$ cat src/rtl/act_scheduler.sv
// Purpose : shares one segmentation lookup and one multiply-add stage between NREQ
//           requesters; each request evaluates a piecewise-linear sigmoid in Q8.24.
// Latency : o_gnt pulse in cycle T, o_valid first high in T+3; at least 5 cycles between captures.
// Backpr. : the result is held in OUT until i_ready; requests that arrive meanwhile wait.
//
// Ports
//   clk, rst      clock and synchronous active-high reset
//   i_req/i_data  per-requester request and operand x (requester k at [k*WIDTH +: WIDTH])
//   o_gnt         one-hot single-cycle pulse: operand of that requester was captured
//   o_seg_x       registered |x| to the external segmentation block
//   i_seg_ctrl    segment code back from segmentation (0..4, 7 = saturated)
//   i_seg_mid     segment centre from segmentation
//   i_cfg_*       coefficient table write port (addr = segment code)
//   o_valid/i_ready/o_id/o_data  result handshake, requester id and sigmoid value
//   o_busy        high whenever the FSM is not idle
module act_scheduler #(
  parameter int WIDTH = 32,
  parameter int NREQ  = 4,
  parameter int IDW   = 2
) (
  input  logic                  clk,
  input  logic                  rst,
  input  logic [NREQ-1:0]       i_req,
  input  logic [NREQ*WIDTH-1:0] i_data,
  output logic [NREQ-1:0]       o_gnt,
  output logic [WIDTH-1:0]      o_seg_x,
  input  logic [2:0]            i_seg_ctrl,
  input  logic [WIDTH-1:0]      i_seg_mid,
  input  logic                  i_cfg_we,
  input  logic [2:0]            i_cfg_addr,
  input  logic [WIDTH-1:0]      i_cfg_slope,
  input  logic [WIDTH-1:0]      i_cfg_off,
  output logic                  o_valid,
  input  logic                  i_ready,
  output logic [IDW-1:0]        o_id,
  output logic [WIDTH-1:0]      o_data,
  output logic                  o_busy
);

  localparam int PW = 2 * WIDTH;
  localparam logic signed [WIDTH-1:0] ONE = WIDTH'(32'h0100_0000);

  // Reset coefficients: sigmoid and its derivative at the segment centres
  // 0.5, 1.5, 2.5, 3.5, 4.5; entry 7 is the saturated tail (1.0, flat).
  localparam logic [31:0] RST_OFF [8] = '{
    32'h009F_5979, 32'h00D1_4C88, 32'h00EC_9492, 32'h00F8_7EFE,
    32'h00FD_2FF3, 32'h0000_0000, 32'h0000_0000, 32'h0100_0000};
  localparam logic [31:0] RST_SLOPE [8] = '{
    32'h003C_293B, 32'h0026_2E6E, 32'h0011_F256, 32'h0007_48B2,
    32'h0002_C81D, 32'h0000_0000, 32'h0000_0000, 32'h0000_0000};

  typedef enum logic [2:0] {S_IDLE, S_SEG, S_MUL, S_ADD, S_OUT} state_t;
  state_t state, state_nxt;

  logic [IDW-1:0]           ptr, win, cand, id_r;
  logic                     any_req;
  logic [WIDTH-1:0]         sel_x;
  logic                     sign_r;
  logic [2:0]               ctrl_r;
  logic signed [WIDTH-1:0]  slope_r, off_r, diff_r, term_r;
  logic signed [WIDTH-1:0]  ypos, ymir, yclamp;
  logic signed [PW-1:0]     prod;
  logic signed [WIDTH-1:0]  tbl_slope [8];
  logic signed [WIDTH-1:0]  tbl_off   [8];
  logic                     unused_prod_bits;

  // Round-robin: first requester found searching upward from ptr+1.
  always_comb begin
    win     = '0;
    cand    = '0;
    any_req = 1'b0;
    for (int i = 1; i <= NREQ; i++) begin
      cand = IDW'((int'(ptr) + i) % NREQ);
      if (!any_req && i_req[cand]) begin
        win     = cand;
        any_req = 1'b1;
      end
    end
  end

  assign sel_x = i_data[win*WIDTH +: WIDTH];

  always_ff @(posedge clk) begin
    if (rst) state <= S_IDLE;
    else     state <= state_nxt;
  end

  always_comb begin
    state_nxt = state;
    case (state)
      S_IDLE:  if (any_req) state_nxt = S_SEG;
      S_SEG:   state_nxt = S_MUL;
      S_MUL:   state_nxt = S_ADD;
      S_ADD:   state_nxt = S_OUT;
      S_OUT:   if (i_ready) state_nxt = S_IDLE;
      default: state_nxt = S_IDLE;
    endcase
  end

  assign o_busy = (state != S_IDLE);

  // Full-width signed product; Q8.24 * Q8.24 keeps bits [WIDTH+23:24].
  assign prod = PW'(slope_r) * PW'(diff_r);
  assign unused_prod_bits = ^{prod[PW-1:WIDTH+24], prod[23:0]};

  // Saturated segment ignores the product term; negative x mirrors around 0.5.
  always_comb begin
    ypos = (ctrl_r == 3'd7) ? off_r : off_r + term_r;
    ymir = sign_r ? ONE - ypos : ypos;
    if (ymir[WIDTH-1])  yclamp = '0;
    else if (ymir > ONE) yclamp = ONE;
    else                 yclamp = ymir;
  end

  always_ff @(posedge clk) begin
    if (rst) begin
      ptr     <= IDW'(NREQ - 1);
      o_gnt   <= '0;
      o_seg_x <= '0;
      sign_r  <= 1'b0;
      id_r    <= '0;
      ctrl_r  <= '0;
      slope_r <= '0;
      off_r   <= '0;
      diff_r  <= '0;
      term_r  <= '0;
      o_valid <= 1'b0;
      o_id    <= '0;
      o_data  <= '0;
    end else begin
      o_gnt <= '0;
      case (state)
        S_IDLE: if (any_req) begin
          ptr     <= win;
          id_r    <= win;
          o_gnt   <= NREQ'(1) << win;
          sign_r  <= sel_x[WIDTH-1];
          // 0x8000_0000 negates to itself; segmentation reports it saturated.
          o_seg_x <= sel_x[WIDTH-1] ? (~sel_x + WIDTH'(1)) : sel_x;
        end
        S_SEG: begin
          // Table read sees the pre-write value when a write lands this cycle.
          ctrl_r  <= i_seg_ctrl;
          slope_r <= tbl_slope[i_seg_ctrl];
          off_r   <= tbl_off[i_seg_ctrl];
          diff_r  <= o_seg_x - i_seg_mid;
        end
        S_MUL: term_r <= prod[WIDTH+23:24];
        S_ADD: begin
          o_data  <= yclamp;
          o_id    <= id_r;
          o_valid <= 1'b1;
        end
        S_OUT: if (i_ready) o_valid <= 1'b0;
        default: ;
      endcase
    end
  end

  always_ff @(posedge clk) begin
    if (rst) begin
      for (int c = 0; c < 8; c++) begin
        tbl_slope[c] <= WIDTH'(RST_SLOPE[c]);
        tbl_off[c]   <= WIDTH'(RST_OFF[c]);
      end
    end else if (i_cfg_we) begin
      tbl_slope[i_cfg_addr] <= i_cfg_slope;
      tbl_off[i_cfg_addr]   <= i_cfg_off;
    end
  end

endmodule

$ cat config.mk
export PLATFORM = sky130hd
export DESIGN_NAME = act_scheduler
export DESIGN_NICKNAME = d
export VERILOG_FILES = /design/src/rtl/act_scheduler.sv
export SDC_FILE = /design/constraint.sdc
export NUM_CORES = 2
export LEC_CHECK = 0
export BUFFER_PORTS_ARGS = -buffer_cell sky130_fd_sc_hd__buf_4
export CAP_MARGIN = 0
export CORE_MARGIN = 3
export CORE_UTILIZATION = 56
export DETAILED_ROUTE_END_ITERATION = 12
export GPL_ROUTABILITY_DRIVEN = 0
export PLACE_DENSITY = 0.84
export REMOVE_ABC_BUFFERS = 1
export SYNTH_ARGS = -nofsm -noshare
export SYNTH_HDL_FRONTEND = slang
export SYNTH_SLANG_ARGS = --single-unit
$ cat constraint.sdc
create_clock -name clk -period 9.5 [get_ports clk]
set_input_delay 0.95 -clock clk [delete_from_list [all_inputs] [get_ports clk]]
set_output_delay 0.95 -clock clk [all_outputs]
set_load 0.005 [all_outputs]
Word level (Yosys, flattened, before mapping)
Memories as Yosys holds them, arrays and structs flattened. A register that Yosys moved wholly into a read port is not among the register bits.
Cells that the tools add are included.
{ "classes": {"n_reduce_logical": 15, "shifts": 2, "n_addsub": 8, "mux": 37, "eq_ne": 7, "mul": 1, "magnitude_cmp": 5, "bitwise_logic": 3} }
{ "ops": {"columns": ["op", "count"], "rows": [
  ["$mux W32", 5],
  ["$shiftx A128 B8 Y32", 1],
  ["$reduce_or A32 Y1", 2],
  ["$mux W31", 2],
  ["$mul A32 B32 Y56", 1],
  ["$add A32 B1 Y32 const B", 1],
  ["$add A32 B32 Y32", 1],
  ["$gt A32 B26 Y1 const B", 1],
  ["$not A32 Y32", 1],
  ["$sub A26 B32 Y32 const A", 1],
  ["$sub A32 B32 Y32", 1],
  ["$mux W1", 16],
  ["$pmux W3 S5", 1],
  ["$lt A2 B3 Y1 const B", 4],
  ["$mux W3", 4],
  ["$bmux W1 S2", 4],
  ["$mux W2", 4],
  ["$eq A3 B2 Y1 const B", 2],
  ["$eq A3 B3 Y1 const B", 2],
  ["$reduce_and A2 Y1", 3],
  ["$add A2 B1 Y2 const B", 2],
  ["$add A2 B2 Y2 const B", 2],
  ["$ne A2 B2 Y1 const B", 2],
  ["$shl A1 B2 Y4 const A", 1],
  ["other kinds (9)", 14]
]} }
{ "totals": {"register_bits": 146, "memories": 2, "mem_bits_rw": 512, "output_inout_bits": 72} }
{ "mem_list": {"columns": ["name", "depth", "word_bits", "rd", "rd_ports_with_merged_regs", "write_ports", "line", "source"], "rows": [
  ["tbl_off", 8, 32, 1, 1, 8, "64", "logic signed [WIDTH-1:0] tbl_off [8];"],
  ["tbl_slope", 8, 32, 1, 1, 8, "63", "logic signed [WIDTH-1:0] tbl_slope [8];"]
]} }

Depth between registers and ports, before layout
{ "logic_depth": {"ltp_word": 17, "mapped_depth": 30, "ltp_nobuf": 29} }

Worst setup path after synthesis
Ideal clock, no wire load.
{ "synth_timing": {"path_type": "register to register", "from": "register slope_r[30] (read register of tbl_slope)", "to": "register term_r[30]", "t_required_ps": 9380, "setup_slack_ps": 1780, "synth_period_minus_slack_ps": 7720, "arrival_ps": 7601, "setup_ps": 120, "path_stages_with_launch": 30, "path_buffers": 2, "cell_sequence": "dfxtp_1 -> clkbuf_1 -> clkbuf_1 -> nand2_1 -> fa_1 -> fa_1 -> inv_1 -> fa_1 -> inv_1 -> fa_1 -> inv_1 -> fa_1 -> fa_1 -> fa_1 -> inv_1 -> fa_1 -> inv_1 -> ha_1 -> nand4_1 -> nor2_1 -> nand2_1 -> or3_1 -> nor3_1 -> nor3_1 -> a2111oi_0 -> o21ai_0 -> a21oi_1 -> o21ai_0 -> and3_1 -> a211o_1"} }
{ "synth_via": {"elab_chain_cells": 1} }
{ "synth_lines": {"columns": ["element", "line", "source"], "rows": [
  ["from (decl)", "60", "logic signed [WIDTH-1:0] slope_r, off_r, diff_r, term_r;"],
  ["$mul A32 B32 Y56", "103", "assign prod = PW'(slope_r) * PW'(diff_r);"],
  ["to (signal assigned)", "148", "S_MUL: term_r <= prod[WIDTH+23:24];"],
  ["to (decl)", "60", null]
]} }
No other way between the ends.
A chain may end at the register's enable or synchronous reset.

Final worst setup path
{ "layout_timing": {"from": "register slope_r[7] (read register of tbl_slope)", "to": "register term_r[30]"} }
The elaborated chain is that of the path after synthesis.

==> out/qor.yml <==
run_status:
  status: "completed"
clocking:
  clock-sinks: 721
  ctsHoldBuffers: 0
  cts_root_buffer: "clkbuf_16"
  cts-htree-levels: 3
  postCtsSetupBuffers: 0
  clkTransAtPathRegs_ns: 0.07
  clock_latency_ns: 0.68
  numCtsBuffers: 75
  cts_tree: "built"
  cts_buffer_depth: 3
floorplan:
  core_region_area_um2: 122000
  ios: 310
  die-area_um2: 128000
  die_w_um: 357
  die_h_um: 357
  initial_core_util_pct: 56.6
  rows: 128
min_path:
  min_path_cells: 2
  hp-start: "o_data[21]"
  hp-class: "reg -> reg"
placed_design:
  port_buffers: 308
  place_hpwl_um: 143000
setup_path:
  critPathKind: "reg -> reg"
  crit_path_end: "term_r[30]"
  cp_data_required_time_ns: 10.05
  endpoint_kind: "register"
  regToRegEndpoint: "term_r[30]"
  r2r_slack_ns: 0.39
  cp.arrival_ns: 9.66
  start_kind: "register"
  r2r_cells: 27
  worstReg2RegStart: "slope_r[7]"
  path_max_fanout: 16
  startpoint: "slope_r[7]"
drt:
  via_per_inst: 6.03
  postRouteAntennaNets: 0
  totalWireLength_um: 195000
  vias: 50800
  drtIter0Drc: 5733
  route.detailed.drc: 0
  wl_per_cell_um: 23.2
  drt-pass1-iter-count: 6
final_layout:
  ff_latch_area_um2: 19600
  fillCellCount: 9092
  drive_gt1_share_pct: 11.3
  areaGrowthSynthToFinish_pct: 9.50
  final_nets: 8180
  fin_util_pct: 61.9
  multi_input_area_um2: 44500
sta:
  slew_headroom_pct: 16.0
  fin_crit_sh_pct: 95.9
  drv_slew: 0
  finalSetupViolations: 0
  rsz0062_at_grt: "no"
  hold_viol_final: 0
  holdWs_ns: 0.450
  fmax_mhz: 110
  finalClockSkew_ns: 0.0361
  fin_crit_ns: 9.11
  worst_slew_pin_slew_ns: 1.24
grt:
  grt-ovfl-total: 0
  grt_antenna_before_repair: 16
  track_usage_pct: 30.8
  grt_max_degree: 172
  grt_pass1_vias: 53100
  grt_pass1_wl_um: 302000
synthesis:
  synth.avg_cell_area_um2: 10.5
  postSynthCellCount: 6607
  syn_area_um2: 69100
  synthDistinctLibCells: 96
  ys_seq_area_share_pct: 28.3
  yosys.area.top_type: "fa_1"
  yosys-top-cells-area: "fa_1, edfxtp_1, and2_1, dfxtp_1, inv_1"
  async_reset_ff_share_pct: 0
  netlist.area_leader.share_pct: 28.5
  synth_enable_flop_cells: 512
  synth_seq_cells: 721
  synth_ff_type: "edfxtp_1"
  yosysWarnings: 0
power:
  peakVddDrop_mv: 0.182
  p_leak_nw: 32.7
  power_density_nw_per_um2: 188
job:
  drv_cap: 0
[area by class of cell]
class                      count  share of cell area (%)
clock buffer                  97                    2.62
tap                         1625                    2.69
antenna                        9                  0.0298
clock inverter                41                   0.709
timing repair buffer         454                    4.60
multi-input combinational   4525                    58.8
inverter                     946                    4.69
sequential                   721                    25.9
[repair_timing]
item / in CTS / in global routing
endpoints found under the hold margin: 0 / 0
resized for setup: 0 / 10
endpoints found under the setup margin: 0 / 4
[state kept, by name (all words and copies together), names as in the netlist]
| name | flops |
|---|---|
| ctrl_r | 3 |
| diff_r | 32 |
| id_r | 2 |
| o_data | 31 |
| o_gnt | 4 |
| o_id | 2 |
| o_seg_x | 32 |
| o_valid | 1 |
| off_r | 32 |
| ptr | 2 |
| sign_r | 1 |
| slope_r | 32 |
| state | 3 |
| tbl_off | 256 |
| tbl_slope | 256 |
| term_r | 32 |
[placed cells by master (no fill, tap or decap), types with 77 or more instances in the layout]
cell      count
mux4_2      128
nand2_1     704
nor2_1      175
mux2i_1     138
a211oi_1    129
buf_4       447
o21ai_0      77
inv_1       946
a21oi_1     188
edfxtp_1    512
ha_1        235
fa_1        984
xnor2_1      77
nand2b_1     98
dfxtp_1     199
or3_1        81
and2_1      863
[cells in the mapped netlist, types with 48 or more instances]
cell type,count
and2_1,864
nor2_1,178
dfxtp_1,209
nor3_1,53
xnor2_1,77
inv_1,946
or3_1,81
a21oi_1,188
mux4_2,128
xor2_1,51
edfxtp_1,512
clkbuf_1,357
nor2b_1,49
nand2b_1,99
ha_1,235
o21ai_0,77
nand3_1,48
a211oi_1,129
nand2_1,704
mux2i_1,139
fa_1,984
[metrics by stage]
step                power [mW]  setup TNS (ns)  std cells  setup slack (ns)  instance area [um2]
global route              15.0               0       8413           0.00507                75700
finish                    14.2               0       8418             0.386                75700
global placement          10.8               0       8271             0.698                73100
detailed placement        11.0               0       8271             0.401                73100
floorplan                 8.62          -25.32       6192            -0.744                67500
CTS                       14.1               0       8409             0.363                75600
[report_power, final]
part | leakage, nW | total (mW) | switching [mW] | internal (mW)
logic | 24.9 | 7.15 | 4.35 | 2.80
clock network | 1.18 | 3.05 | 1.35 | 1.70
registers | 6.68 | 4.04 | 0.385 | 3.65
[critical path: stages, from the launching register on]
cell and delay, ns:
dfxtp_1 0.70, buf_4 0.37, nand2_1 0.12, fa_1 0.58
inv_1 0.06, fa_1 0.50, inv_1 0.06, fa_1 0.53
inv_1 0.05, fa_1 0.42, fa_1 0.58, fa_1 0.44
fa_1 0.51, fa_1 0.41, ha_1 0.41, nand4_1 0.18
nor2_1 0.14, nand2_1 0.12, or3_1 0.39, nor3_1 0.21
nor3_1 0.17, buf_4 0.20, a2111oi_0 0.68, o21ai_0 0.33
a21oi_1 0.23, o21ai_0 0.16, and3_1 0.20, a211o_1 0.25
[kinds of logic after synthesis]
logic type / Yosys count / share of synthesized area, %
simple gates: 2240 / 17.1
buf+inv: 1361 / 7.46
fa+ha+maj: 1219 / 32.8
flops: 721 / 28.3
compound gates: 663 / 6.43
mux: 274 / 6.30
xor+xnor: 128 / 1.62
other cells: 1 / 0.00543
[metal layers]
| metal | global-route usage, % | vias to the layer above | part of all wire [%] |
|---|---|---|---|
| met5 | 0 | - | 0.063 |
| met4 | 14.9 | 18 | 5.4 |
| met3 | 7.62 | 731 | 11 |
| met2 | 50.0 | 3091 | 48 |
| met1 | 38.7 | 25300 | 35 |
| li1 | - | 21600 | - |
[worst min-delay path by stage]
stage / to / slack, ns
floorplan: term_r[10] / 0.43
global placement: o_data[3] / 0.44
finish: o_data[21] / 0.45
CTS: o_data[21] / 0.45
global route: o_data[21] / 0.46
detailed placement: o_data[5] / 0.44
Note: power is estimated with default switching activity, not from simulation.
